File: src/rtl/alu_exec_if.sv
// alu_exec request/result handshake bundle.
// master drives requests and accepts results; slave is the ALU.
interface alu_exec_if #(
  parameter int WIDTH = 32
);
  logic             in_valid;
  logic             in_ready;
  logic [3:0]       alu_ctrl;
  logic [WIDTH-1:0] op_a;
  logic [WIDTH-1:0] op_b;
  logic             out_valid;
  logic             out_ready;
  logic [WIDTH-1:0] result;
  logic             branch_taken;

  modport master (
    output in_valid, alu_ctrl, op_a, op_b, out_ready,
    input  in_ready, out_valid, result, branch_taken
  );

  modport slave (
    input  in_valid, alu_ctrl, op_a, op_b, out_ready,
    output in_ready, out_valid, result, branch_taken
  );
endinterface

File: src/rtl/alu_exec.sv
// Execute-stage ALU: single-cycle add/logic/compare/branch,
// iterative one-bit-per-cycle shifts, valid/ready on both sides.
module alu_exec #(
  parameter int WIDTH = 32
) (
  input logic       clk,
  input logic       rst,
  alu_exec_if.slave bus
);
  localparam int SHW = $clog2(WIDTH);

  typedef enum logic [1:0] {
    IDLE,
    SHIFT,
    DONE
  } state_t;

  state_t state, state_nx;

  logic [WIDTH-1:0] a, b;
  logic [3:0]       ctrl;
  logic [SHW-1:0]   shamt;
  logic [SHW-1:0]   cnt;
  logic [1:0]       sh_op;
  logic [1:0]       sh_op_nx;
  logic             is_shift;
  logic             lt_s, lt_u, eq;
  logic [WIDTH-1:0] res;
  logic             tk;
  logic [WIDTH-1:0] step;

  assign a     = bus.op_a;
  assign b     = bus.op_b;
  assign ctrl  = bus.alu_ctrl;
  assign shamt = b[SHW-1:0];
  assign lt_s  = $signed(a) < $signed(b);
  assign lt_u  = a < b;
  assign eq    = a == b;

  assign is_shift = (ctrl == 4'b0001)
                 || (ctrl == 4'b0101)
                 || (ctrl == 4'b1011);

  // 1: SLL, 2: SRL, 3: SRA
  assign sh_op_nx = ctrl[3] ? 2'd3
                  : (ctrl[2] ? 2'd2 : 2'd1);

  always_comb begin
    tk  = 1'b0;
    res = '0;
    unique case (ctrl)
      4'b0000: res = a + b;
      4'b1010: res = a - b;
      4'b0001,
      4'b0101,
      4'b1011: res = a;
      4'b0010: res = {{(WIDTH-1){1'b0}}, lt_s};
      4'b0011: res = {{(WIDTH-1){1'b0}}, lt_u};
      4'b0100: res = a ^ b;
      4'b0110: res = a | b;
      4'b0111: res = a & b;
      4'b1000: tk  = eq;
      4'b1001: tk  = !eq;
      4'b1100: tk  = lt_s;
      4'b1101: tk  = !lt_s;
      4'b1110: tk  = lt_u;
      4'b1111: tk  = !lt_u;
      default: res = '0;
    endcase
    if (ctrl[3] && !(ctrl[3:1] == 3'b101))
      res = {{(WIDTH-1){1'b0}}, tk};
  end

  // result doubles as the shift working register
  always_comb begin
    step = bus.result;
    unique case (sh_op)
      2'd1:    step = {bus.result[WIDTH-2:0], 1'b0};
      2'd2:    step = {1'b0, bus.result[WIDTH-1:1]};
      2'd3:    step = {bus.result[WIDTH-1],
                       bus.result[WIDTH-1:1]};
      default: step = bus.result;
    endcase
  end

  always_ff @(posedge clk or posedge rst) begin
    if (rst) state <= IDLE;
    else     state <= state_nx;
  end

  always_comb begin
    state_nx = state;
    unique case (state)
      IDLE: begin
        if (bus.in_valid) begin
          if (is_shift && shamt != '0)
            state_nx = SHIFT;
          else
            state_nx = DONE;
        end
      end
      SHIFT: begin
        if (cnt == SHW'(1))
          state_nx = DONE;
      end
      DONE: begin
        if (bus.out_ready)
          state_nx = IDLE;
      end
      default: state_nx = IDLE;
    endcase
  end

  always_comb begin
    bus.in_ready  = (state == IDLE);
    bus.out_valid = (state == DONE);
  end

  always_ff @(posedge clk or posedge rst) begin
    if (rst) begin
      bus.result       <= '0;
      bus.branch_taken <= 1'b0;
      cnt              <= '0;
      sh_op            <= 2'd0;
    end else begin
      unique case (state)
        IDLE: begin
          if (bus.in_valid) begin
            sh_op <= sh_op_nx;
            if (is_shift && shamt != '0) begin
              bus.result       <= a;
              bus.branch_taken <= 1'b0;
              cnt              <= shamt;
            end else begin
              bus.result       <= res;
              bus.branch_taken <= tk;
            end
          end
        end
        SHIFT: begin
          bus.result <= step;
          cnt        <= cnt - 1'b1;
        end
        default: ;
      endcase
    end
  end
endmodule

File: src/flat_wrapper.sv
// flat-port wrapper written by rule: the top's interface ports become plain ports
module alu_exec_flat 
#(
  parameter int WIDTH = 32
)
  (clk, rst, bus_in_valid, bus_alu_ctrl, bus_op_a, bus_op_b, bus_out_ready, bus_in_ready, bus_out_valid, bus_result, bus_branch_taken);
  alu_exec_if #(.WIDTH(WIDTH)) bus_i ();
  input logic clk;
  input logic rst;
  input wire logic [$bits(bus_i.in_valid)-1:0] bus_in_valid;
  input wire logic [$bits(bus_i.alu_ctrl)-1:0] bus_alu_ctrl;
  input wire logic [$bits(bus_i.op_a)-1:0] bus_op_a;
  input wire logic [$bits(bus_i.op_b)-1:0] bus_op_b;
  input wire logic [$bits(bus_i.out_ready)-1:0] bus_out_ready;
  output wire logic [$bits(bus_i.in_ready)-1:0] bus_in_ready;
  output wire logic [$bits(bus_i.out_valid)-1:0] bus_out_valid;
  output wire logic [$bits(bus_i.result)-1:0] bus_result;
  output wire logic [$bits(bus_i.branch_taken)-1:0] bus_branch_taken;
  assign bus_i.in_valid = bus_in_valid;
  assign bus_i.alu_ctrl = bus_alu_ctrl;
  assign bus_i.op_a = bus_op_a;
  assign bus_i.op_b = bus_op_b;
  assign bus_i.out_ready = bus_out_ready;
  assign bus_in_ready = bus_i.in_ready;
  assign bus_out_valid = bus_i.out_valid;
  assign bus_result = bus_i.result;
  assign bus_branch_taken = bus_i.branch_taken;
  alu_exec #(.WIDTH(WIDTH)) u_core (.clk(clk), .rst(rst), .bus(bus_i));
endmodule
File: config.mk
export PLATFORM = sky130hd
export DESIGN_NAME = alu_exec_flat
export DESIGN_NICKNAME = d
export VERILOG_FILES = /design/src/rtl/alu_exec_if.sv /design/src/rtl/alu_exec.sv /design/src/flat_wrapper.sv
export SDC_FILE = /design/constraint.sdc
export NUM_CORES = 1
export LEC_CHECK = 0
export CAP_MARGIN = 5
export CORE_MARGIN = 5
export CORE_UTILIZATION = 50
export DETAILED_ROUTE_END_ITERATION = 16
export PLACE_DENSITY = 0.74
export SLEW_MARGIN = 20
export SYNTH_ARGS = -nofsm -noshare
export SYNTH_HDL_FRONTEND = slang
export SYNTH_SLANG_ARGS = --single-unit
File: constraint.sdc
create_clock -name clk -period 7.4 [get_ports clk]
set_clock_uncertainty 0.2 [all_clocks]
set_input_delay 2.22 -clock clk [delete_from_list [all_inputs] [get_ports clk]]
set_output_delay 2.22 -clock clk [all_outputs]
set_load 0.05 [all_outputs]
==> impl_metrics.tcl, run 1 <==
set metrics [dict create \
    synth-edff-count 0 \
    cts-root-buf "clkbuf_16" \
    synth-async-reset-ratio_pct 100 \
    cts_sinks 42 \
    status "completed" \
    powerDensity_nw_per_um2 243 \
    synth-seq-area-share_pct 13.3 \
    rsz0062_at_grt "false" \
    cts_tree "built" \
    area_growth_pct 17.0 \
    setup-tns-final_ns 0 \
    synth_top_area_share_pct 18.8 \
    worstSetupEndpointType "flop" \
    path_class "input pin to flop" \
    vias_per_cell 6.36 \
    first_pass_iters 7 \
    core_sq_um 15700 \
    maxCapViolCount 0 \
    die_w_um 136 \
    fillerInstances 1498 \
    grt_pass1_wl_um 43000 \
    htreeDepth 2 \
    drc 0 \
    period_minus_slack_ns 5.90 \
    cts_buffers 5 \
    clock_latency_ns 0.29 \
    clkTransAtPathRegs_ns 0.06 \
    postSynthAreaPerCell_sq_um 7.02 \
    ys_ff_latch 42 \
    clockBufferDepth 2 \
    layout.area.seq_sq_um 1050 \
    synth_flop_cell "dfrtp_1" \
    cp-start-kind "input pin" \
    finalHoldViolCount 0 \
    worstMarginPinSlew_ns 1.08 \
    grt_pass1_vias 7848 \
    num_io_pins 107 \
    yosys_warnings 0 \
    crit_fanout 3 \
    grt_max_degree 60 \
    die_area_sq_um 18400 \
    syn_inst 1127 \
    gp_congestion 0.986 \
    wire_per_inst_um 19.7 \
    slew_headroom_pct 27.5 \
    hold_buffers 0 \
    drt_iter0_markers 1040 \
    finish.instance_area_sq_um 9250 \
    hold_class "flop to flop" \
    cts_setup_buffers 0 \
    p_leak_nw 4.04 \
    p_int_mw 1.00 \
    dp_hpwl_um 20700 \
    drive_gt1_share_pct 4.31 \
    final_nets 1374 \
    drt_wl_total_um 27500 \
    num_vias 8885 \
    rows 46 \
    initial_core_util_pct 50.3 \
    synth.distinct_cells 78 \
    cp.arrival_ns 5.85 \
    ctsResizeCount 0 \
    fmax_mhz 170 \
    antenna_found_initial 0 \
    place_area_sq_um 9100 \
    p_seq_share_pct 20.7 \
    track_usage_pct 28.9 \
    post-route-period-util_pct 79.7 \
    io_buffer_count 106 \
    p_clk_share_pct 10.5 \
    maxSlewViolCount 0 \
    grt_overflow 0 \
    vdd_ir_drop_max_mv 0.215 \
    die_y_um 136 \
    synthesis.area_sq_um 7910 \
    switching_share_pct 55.4 \
    syn_nets 1320 \
    antennaDiodeCount 0 \
    required_ns 7.36 \
    antenna_left 0 \
    multiInputGateArea_sq_um 6210 \
    synthTopCellsByArea "ha_1 19%, dfrtp_1 13%, a21oi_1 7.6%" \
    comb_power_share_pct 68.8 \
    setup_viol 0 \
    switching_power_mw 1.25 \
    synth_top_cell_by_area "ha_1" \
]
critical path, stage by stage:
cell and delay [ns]:
clkdlybuf4s50_1 0.52, inv_1 0.08, ha_1 0.22, fa_1 0.42
o21ba_1 0.22, or4_4 0.44, a21oi_4 0.18, o21ai_2 0.13
a21boi_0 0.52, nor3_1 0.12, xnor2_1 0.15, a221oi_1 0.52
o21ai_0 0.14
through the flow:
step                cells  hold slack, ns  power (mW)  util (%)  setup slack [ns]
floorplan            1127           0.300        1.49         -              2.40
global placement     1390           0.326        1.97      57.9              1.38
detailed placement   1390           0.338        1.99      57.9              1.34
CTS                  1398           0.353        2.22      58.9              1.62
global route         1398           0.374        2.40      58.9              1.32
finish               1398           0.349        2.25      58.9              1.50
registers in the layout (all words and copies together), names as in the netlist:
signal / count
u_core.bus.result: 32
u_core.cnt: 5
u_core.sh_op: 2
u_core.state: 2
u_core.bus.branch_taken: 1
cells by family after synthesis:
| logic type | count (synthesis) | share of synthesized area [%] |
|---|---|---|
| compound gates | 425 | 36.4 |
| simple gates | 331 | 19.1 |
| buf+inv | 181 | 8.72 |
| fa+ha+maj | 121 | 19.3 |
| flops | 42 | 13.3 |
| xor+xnor | 16 | 1.77 |
| mux | 11 | 1.42 |
final cells by class:
cell class	count	share of cell area, %
inverter	107	4.34
tap	216	2.92
multi-input combinational	904	67.1
clock inverter	2	0.135
clock buffer	6	1.50
timing repair buffer	121	12.7
sequential	42	11.4
per-layer routing:
metal / up-vias / global-route usage [%] / part of all wire, % / routed length (um)
met1: 4161 / 43.6 / 45 / 12300
met4: 0 / 6.77 / 1.8 / 498
li1: 4196 / - / - / -
met3: 44 / 5.31 / 11 / 3000
met2: 484 / 42.5 / 42 / 11700
met5: - / 0 / 0 / 0
worst paths after layout:
path / start / end / slack [ns] / depth (start not counted)
min reg2reg: u_core.bus.result[9] / u_core.bus.result[9] / 0.35 / 2
min in group asynchronous: rst / u_core.bus.result[26] / 2.18 / 3
max in group asynchronous: rst / u_core.bus.result[9] / 4.42 / 3
max: bus_op_a[0] / u_core.bus.result[24] / 1.50 / 13
max reg2reg: u_core.sh_op[0] / u_core.bus.result[0] / 4.14 / 10
min: u_core.bus.result[9] / u_core.bus.result[9] / 0.35 / 2
placed cells by master, fill, tap and decap left out, types with 13 or more instances in the layout:
cell type,n
nand3_1,22
dfrtp_1,42
xnor2_1,13
ha_1,119
buf_4,15
o21ai_0,78
a21o_1,18
nor3_1,21
o21bai_1,13
inv_1,103
nand2_1,127
a221oi_1,15
nor2_1,84
a221o_1,22
o211ai_1,21
a31oi_1,29
clkdlybuf4s50_1,106
a21oi_1,120
power by group through the flow:
stage               sequential [mW]  combinational [mW]  clock (mW)
finish                        0.467                1.55       0.236
global route                  0.480                1.67       0.246
CTS                           0.461                1.53       0.235
detailed placement            0.465                1.52           0
global placement              0.465                1.51           0
floorplan                     0.694               0.800           0
cells in the mapped netlist (all sizes together) (3+ instances only):
cell type  instances
o21a               5
a221oi            16
nor2b             13
a21oi            121
o21ai             83
clkbuf            63
dfrtp             42
nor3              24
nor4              13
o221ai             8
ha               119
o311ai             4
o22ai              7
and3               6
a21o              18
nor2              86
or4                3
nand3b             3
a2111oi            3
o21bai            14
nand2            127
o31ai             11
a221o             22
nand3             22
a22o              11
a311oi            11
nand4              9
or3                6
xnor2             13
buf               11
o31a               3
and2               3
xor2               3
o211ai            22
a31oi             29
mux2i              9
inv              107
a211oi            12
nand2b             9
o2111ai            4
Note: power is estimated with default switching activity, not from simulation.
==> run 2: changes to the inputs <==
PLACE_DENSITY = 0.77   (was 0.74)
clock period = 4.9 ns   (was 7.4 ns; I/O delays follow)
==> impl_metrics.tcl, run 2 (same netlist as run 1, synthesis figures left out) <==
set metrics [dict create \
    final_util_pct 66.1 \
    switching_power_mw 1.93 \
    stdcell_count 1545 \
    post-route-period-util_pct 96.7 \
    area_growth_pct 31.4 \
    top_regs "u_core.bus.result: 32 flops, u_core.cnt: 5 flops" \
    slew_headroom_pct 35.0 \
    status "completed" \
    worstMarginPinSlew_ns 0.969 \
    drc 0 \
    hold_buffers 0 \
    p_clk_share_pct 10.7 \
    final_nets 1521 \
    grt_max_degree 54 \
    clkTransAtPathRegs_ns 0.07 \
    largest_reg_flops 32 \
    rows 46 \
    drt_iter0_markers 1077 \
    cts_sinks 42 \
    total_power_mw 3.63 \
    comb_power_share_pct 69.9 \
    die_y_um 136 \
    maxSlewViolCount 0 \
    drive_gt1_share_pct 15.0 \
    hold_class "flop to flop" \
    crit_fanout 6 \
    p_leak_nw 4.76 \
    cts_tree "built" \
    cp.arrival_ns 4.70 \
    fillerInstances 1425 \
    fmax_mhz 211 \
    antenna_found_initial 0 \
    rsz0062_at_grt "false" \
    clock_latency_ns 0.29 \
    vias_per_cell 6.21 \
    grt_overflow 0 \
    dp_hpwl_um 23800 \
    path_class "input pin to flop" \
    num_io_pins 107 \
    grt_pass1_vias 8670 \
    cts-root-buf "clkbuf_16" \
    vdd_ir_drop_max_mv 0.317 \
    htreeDepth 2 \
    p_int_mw 1.69 \
    antenna_left 0 \
    period_minus_slack_ns 4.74 \
    core_sq_um 15700 \
    powerDensity_nw_per_um2 349 \
    first_pass_iters 7 \
    num_vias 9588 \
    gp_congestion 1.03 \
    io_buffer_count 106 \
    cts_buffers 5 \
    antennaDiodeCount 0 \
    wire_per_inst_um 19.4 \
    dp.cells 1537 \
    clockBufferDepth 2 \
    die_area_sq_um 18400 \
    final_cell_mix "161 x buf_4, 127 x nand2_1, 120 x a21oi_1" \
    finalHoldViolCount 0 \
    initial_core_util_pct 50.3 \
    grt_pass1_wl_um 46600 \
    required_ns 4.86 \
    mostFrequentLayoutCell "buf_4" \
    die_w_um 136 \
    maxCapViolCount 0 \
    setup_viol 0 \
    worstSetupEndpointType "flop" \
    switching_share_pct 53.4 \
    cp-start-kind "input pin" \
    cts_setup_buffers 0 \
    track_usage_pct 31.4 \
    largest_register "u_core.bus.result" \
    ctsResizeCount 0 \
    p_seq_share_pct 19.4 \
    drt_wl_total_um 30000 \
]
==> run 2: per-stage QoR <==
stage,TNS (ns),cell area (sq um),hold slack (ns),setup slack (ns)
after floorplan,0,7910,0.300,0.648
after global placement,-0.0942,10200,0.321,-0.0577
after detailed placement,-0.391,10200,0.332,-0.0952
after CTS,0,10400,0.345,0.192
after global routing,0,10400,0.361,0.00782
final,0,10400,0.342,0.162
==> run 2: power by group through the flow <==
stage / Sequential, mW / Combinational (mW) / Clock, mW
floorplan: 1.05 / 1.21 / 0
global placement: 0.698 / 2.45 / 0
detailed placement: 0.700 / 2.48 / 0
CTS: 0.694 / 2.49 / 0.389
global route: 0.725 / 2.71 / 0.402
finish: 0.702 / 2.53 / 0.389
==> run 2: path summary, 6_finish.rpt <==
kind | from | to | slack (ns) | cells after the start
hold reg to reg | u_core.bus.result[8] | u_core.bus.result[8] | 0.34 | 2
min in group asynchronous | rst | u_core.bus.result[21] | 1.40 | 2
setup / recovery | bus_op_b[7] | u_core.bus.result[24] | 0.16 | 12
setup reg to reg | u_core.sh_op[0] | u_core.bus.result[20] | 2.08 | 9
hold / removal | u_core.bus.result[8] | u_core.bus.result[8] | 0.34 | 2
max in group asynchronous | rst | u_core.bus.result[17] | 2.47 | 3
==> run 2: layout make-up <==
cell class / count / area, sq um / area share [%]
clock buffers: 6 / 129 / 1.24
clock inverters: 2 / 37.5 / 0.361
inverters: 107 / 402 / 3.87
multi-input cells: 904 / 6210 / 59.8
flip-flops and latches: 42 / 1050 / 10.1
well taps: 216 / 270 / 2.60
repair buffers: 268 / 2290 / 22.0
==> run 2: routing by layer <==
metal  wire (um)  track usage, %
met3        3390            5.05
met4         606            6.61
met1       13200            46.3
met2       12800            48.4
met5           0               0
==> run 2: critical path, cell delays in order <==
cell	delay [ns]
clkdlybuf4s50_1	0.48
inv_1	0.06
ha_1	0.31
a2111oi_0	0.51
nand3_1	0.26
a21oi_1	0.48
o21ai_0	0.24
o31ai_1	0.27
xnor2_1	0.11
a221oi_2	0.27
buf_4	0.15
o21ai_0	0.06
==> run 3: changes to the inputs <==
SETUP_SLACK_MARGIN = 0.3   (was default)
==> impl_metrics.tcl, run 3 (same netlist as run 1, synthesis figures left out) <==
set metrics [dict create \
    status "completed" \
    maxCapViolCount 0 \
    final_cell_mix "165 x buf_4, 127 x nand2_1, 114 x a21oi_1, 114 x ha_1, 101 x inv_1" \
    preCtsSetupSlack_ns -0.0952 \
    required_ns 4.89 \
    grt_pass1_wl_um 46600 \
    setup_slack_ns 0.370 \
    antenna_left 0 \
    worstSetupEndpointType "flop" \
    path_class "input pin to flop" \
    cts_sinks 42 \
    track_usage_pct 31.5 \
    stdcell_count 1549 \
    cts-root-buf "clkbuf_16" \
    initial_core_util_pct 50.3 \
    largest_register "u_core.bus.result" \
    mostFrequentLayoutCell "buf_4" \
    clockBufferDepth 2 \
    grt_overflow 0 \
    drc 0 \
    vias_per_cell 6.22 \
    crit-reg2reg-launch "u_core.state[1]" \
    drive_gt1_share_pct 18.1 \
    dp.cells 1537 \
    io_buffer_count 106 \
    first_pass_iters 5 \
    clock_latency_ns 0.29 \
    post-route-period-util_pct 92.4 \
    core_sq_um 15700 \
    hp-start "u_core.bus.result[8]" \
    fillerInstances 1395 \
    finalHoldViolCount 0 \
    htreeDepth 2 \
    final_util_pct 67.8 \
    grtUsageMet1_pct 46.4 \
    cts_buffers 5 \
    regToRegEndpoint "u_core.bus.result[26]" \
    powerDensity_nw_per_um2 345 \
    cp-start-kind "input pin" \
    p_leak_nw 4.86 \
    met3_usage_pct 5.09 \
    maxSlewViolCount 0 \
    whs_ns 0.347 \
    top_regs "u_core.bus.result: 32 flops, u_core.cnt: 5 flops" \
    antenna_found_initial 0 \
    slew_headroom_pct 34.3 \
    grt_max_degree 54 \
    final_nets 1525 \
    cts_tree "built" \
    hold_buffers 0 \
    drt_wl_total_um 30300 \
    hold_class "flop to flop" \
    grt_pass1_vias 8691 \
    met2_usage_pct 48.5 \
    num_vias 9642 \
    total_power_mw 3.68 \
    antennaDiodeCount 0 \
    vdd_ir_drop_max_mv 0.320 \
    top_usage_layer "met2" \
    dp_hpwl_um 23800 \
    die_y_um 136 \
    cp.arrival_ns 4.52 \
    area_growth_pct 34.7 \
    worstMarginPinSlew_ns 0.979 \
    gp_congestion 1.03 \
    rsz0062_at_grt "true" \
    die_area_sq_um 18400 \
    reg2regPathDepth 6 \
    min_to "u_core.bus.result[8]" \
    setup_viol 0 \
    wire_per_inst_um 19.6 \
    largest_reg_flops 32 \
    period_minus_slack_ns 4.53 \
    fmax_mhz 221 \
    rrSetupSlack_ns 2.06 \
    rows 46 \
    clkTransAtPathRegs_ns 0.07 \
    hold_depth 2 \
    crit_fanout 6 \
    num_io_pins 107 \
    drt_iter0_markers 1061 \
    die_w_um 136 \
]
==> run 3: changes by cell type in the layout (fill, tap and decap cells not counted), moves of 5 or more <==
cell and change:
a21oi_2 +6, clkdlybuf4s50_1 -8, a21oi_1 -6, ha_1 -5
==> run 3: cell type report <==
| class | count | area [sq um] | area share, % |
|---|---|---|---|
| Multi-Input combinational cell | 904 | 6440 | 60.5 |
| Timing Repair Buffer | 272 | 2320 | 21.8 |
| Inverter | 107 | 402 | 3.77 |
| Clock buffer | 6 | 129 | 1.21 |
| Clock inverter | 2 | 37.5 | 0.352 |
| Tap cell | 216 | 270 | 2.54 |
| Sequential cell | 42 | 1050 | 9.86 |
==> run 3: how the worst max path moves through the flow <==
stage / slack (ns) / start / end
after CTS: 0.30 / bus_op_b[2] / u_core.bus.branch_taken
after global routing: 0.22 / bus_op_b[7] / u_core.bus.result[24]
after detailed placement: -0.1 / bus_op_a[0] / u_core.bus.result[16]
final: 0.37 / bus_op_b[11] / u_core.bus.result[17]
after floorplan: 0.65 / bus_op_a[0] / u_core.bus.result[0]
after global placement: -0.06 / bus_op_a[0] / u_core.bus.result[16]
==> run 3: power breakdown <==
| part | internal (mW) | leakage (nW) | switching, mW | total, mW |
|---|---|---|---|---|
| Clock | 0.241 | 0.0771 | 0.150 | 0.391 |
| Sequential | 0.505 | 0.524 | 0.198 | 0.703 |
| Combinational | 0.962 | 4.26 | 1.62 | 2.58 |
==> run 3: worst max-delay path: stages <==
cell and delay (ns):
clkdlybuf4s50_1 0.48, inv_1 0.06, ha_2 0.39, nor2_1 0.09
a221oi_2 0.26, buf_4 0.17, o21ai_2 0.06, buf_4 0.15
o311ai_4 0.31, and2_4 0.23, o31ai_2 0.06, a221o_1 0.30
a221o_1 0.29, a22o_1 0.17
==> run 3: per-stage QoR <==
stage               setup TNS, ns  instance area (sq um)
global placement          -0.0942                  10200
CTS                             0                  10400
finish                          0                  10700
floorplan                       0                   7910
detailed placement         -0.391                  10200
global route                    0                  10700
==> run 3: layer usage <==
| metal | vias to the layer above | share of wire, % |
|---|---|---|
| met5 | - | 0 |
| met4 | 0 | 2.2 |
| met1 | 4489 | 43 |
| met2 | 573 | 43 |
| met3 | 71 | 11 |
| li1 | 4509 | - |
==> run 3: repair_timing <==
action / 4_1_cts / 5_1_grt
endpoints found under the setup margin: 9 / 23
cloned: 0 / 0
pin swaps: 4 / 11
buffers inserted: 0 / 4
gates resized for setup: 12 / 44
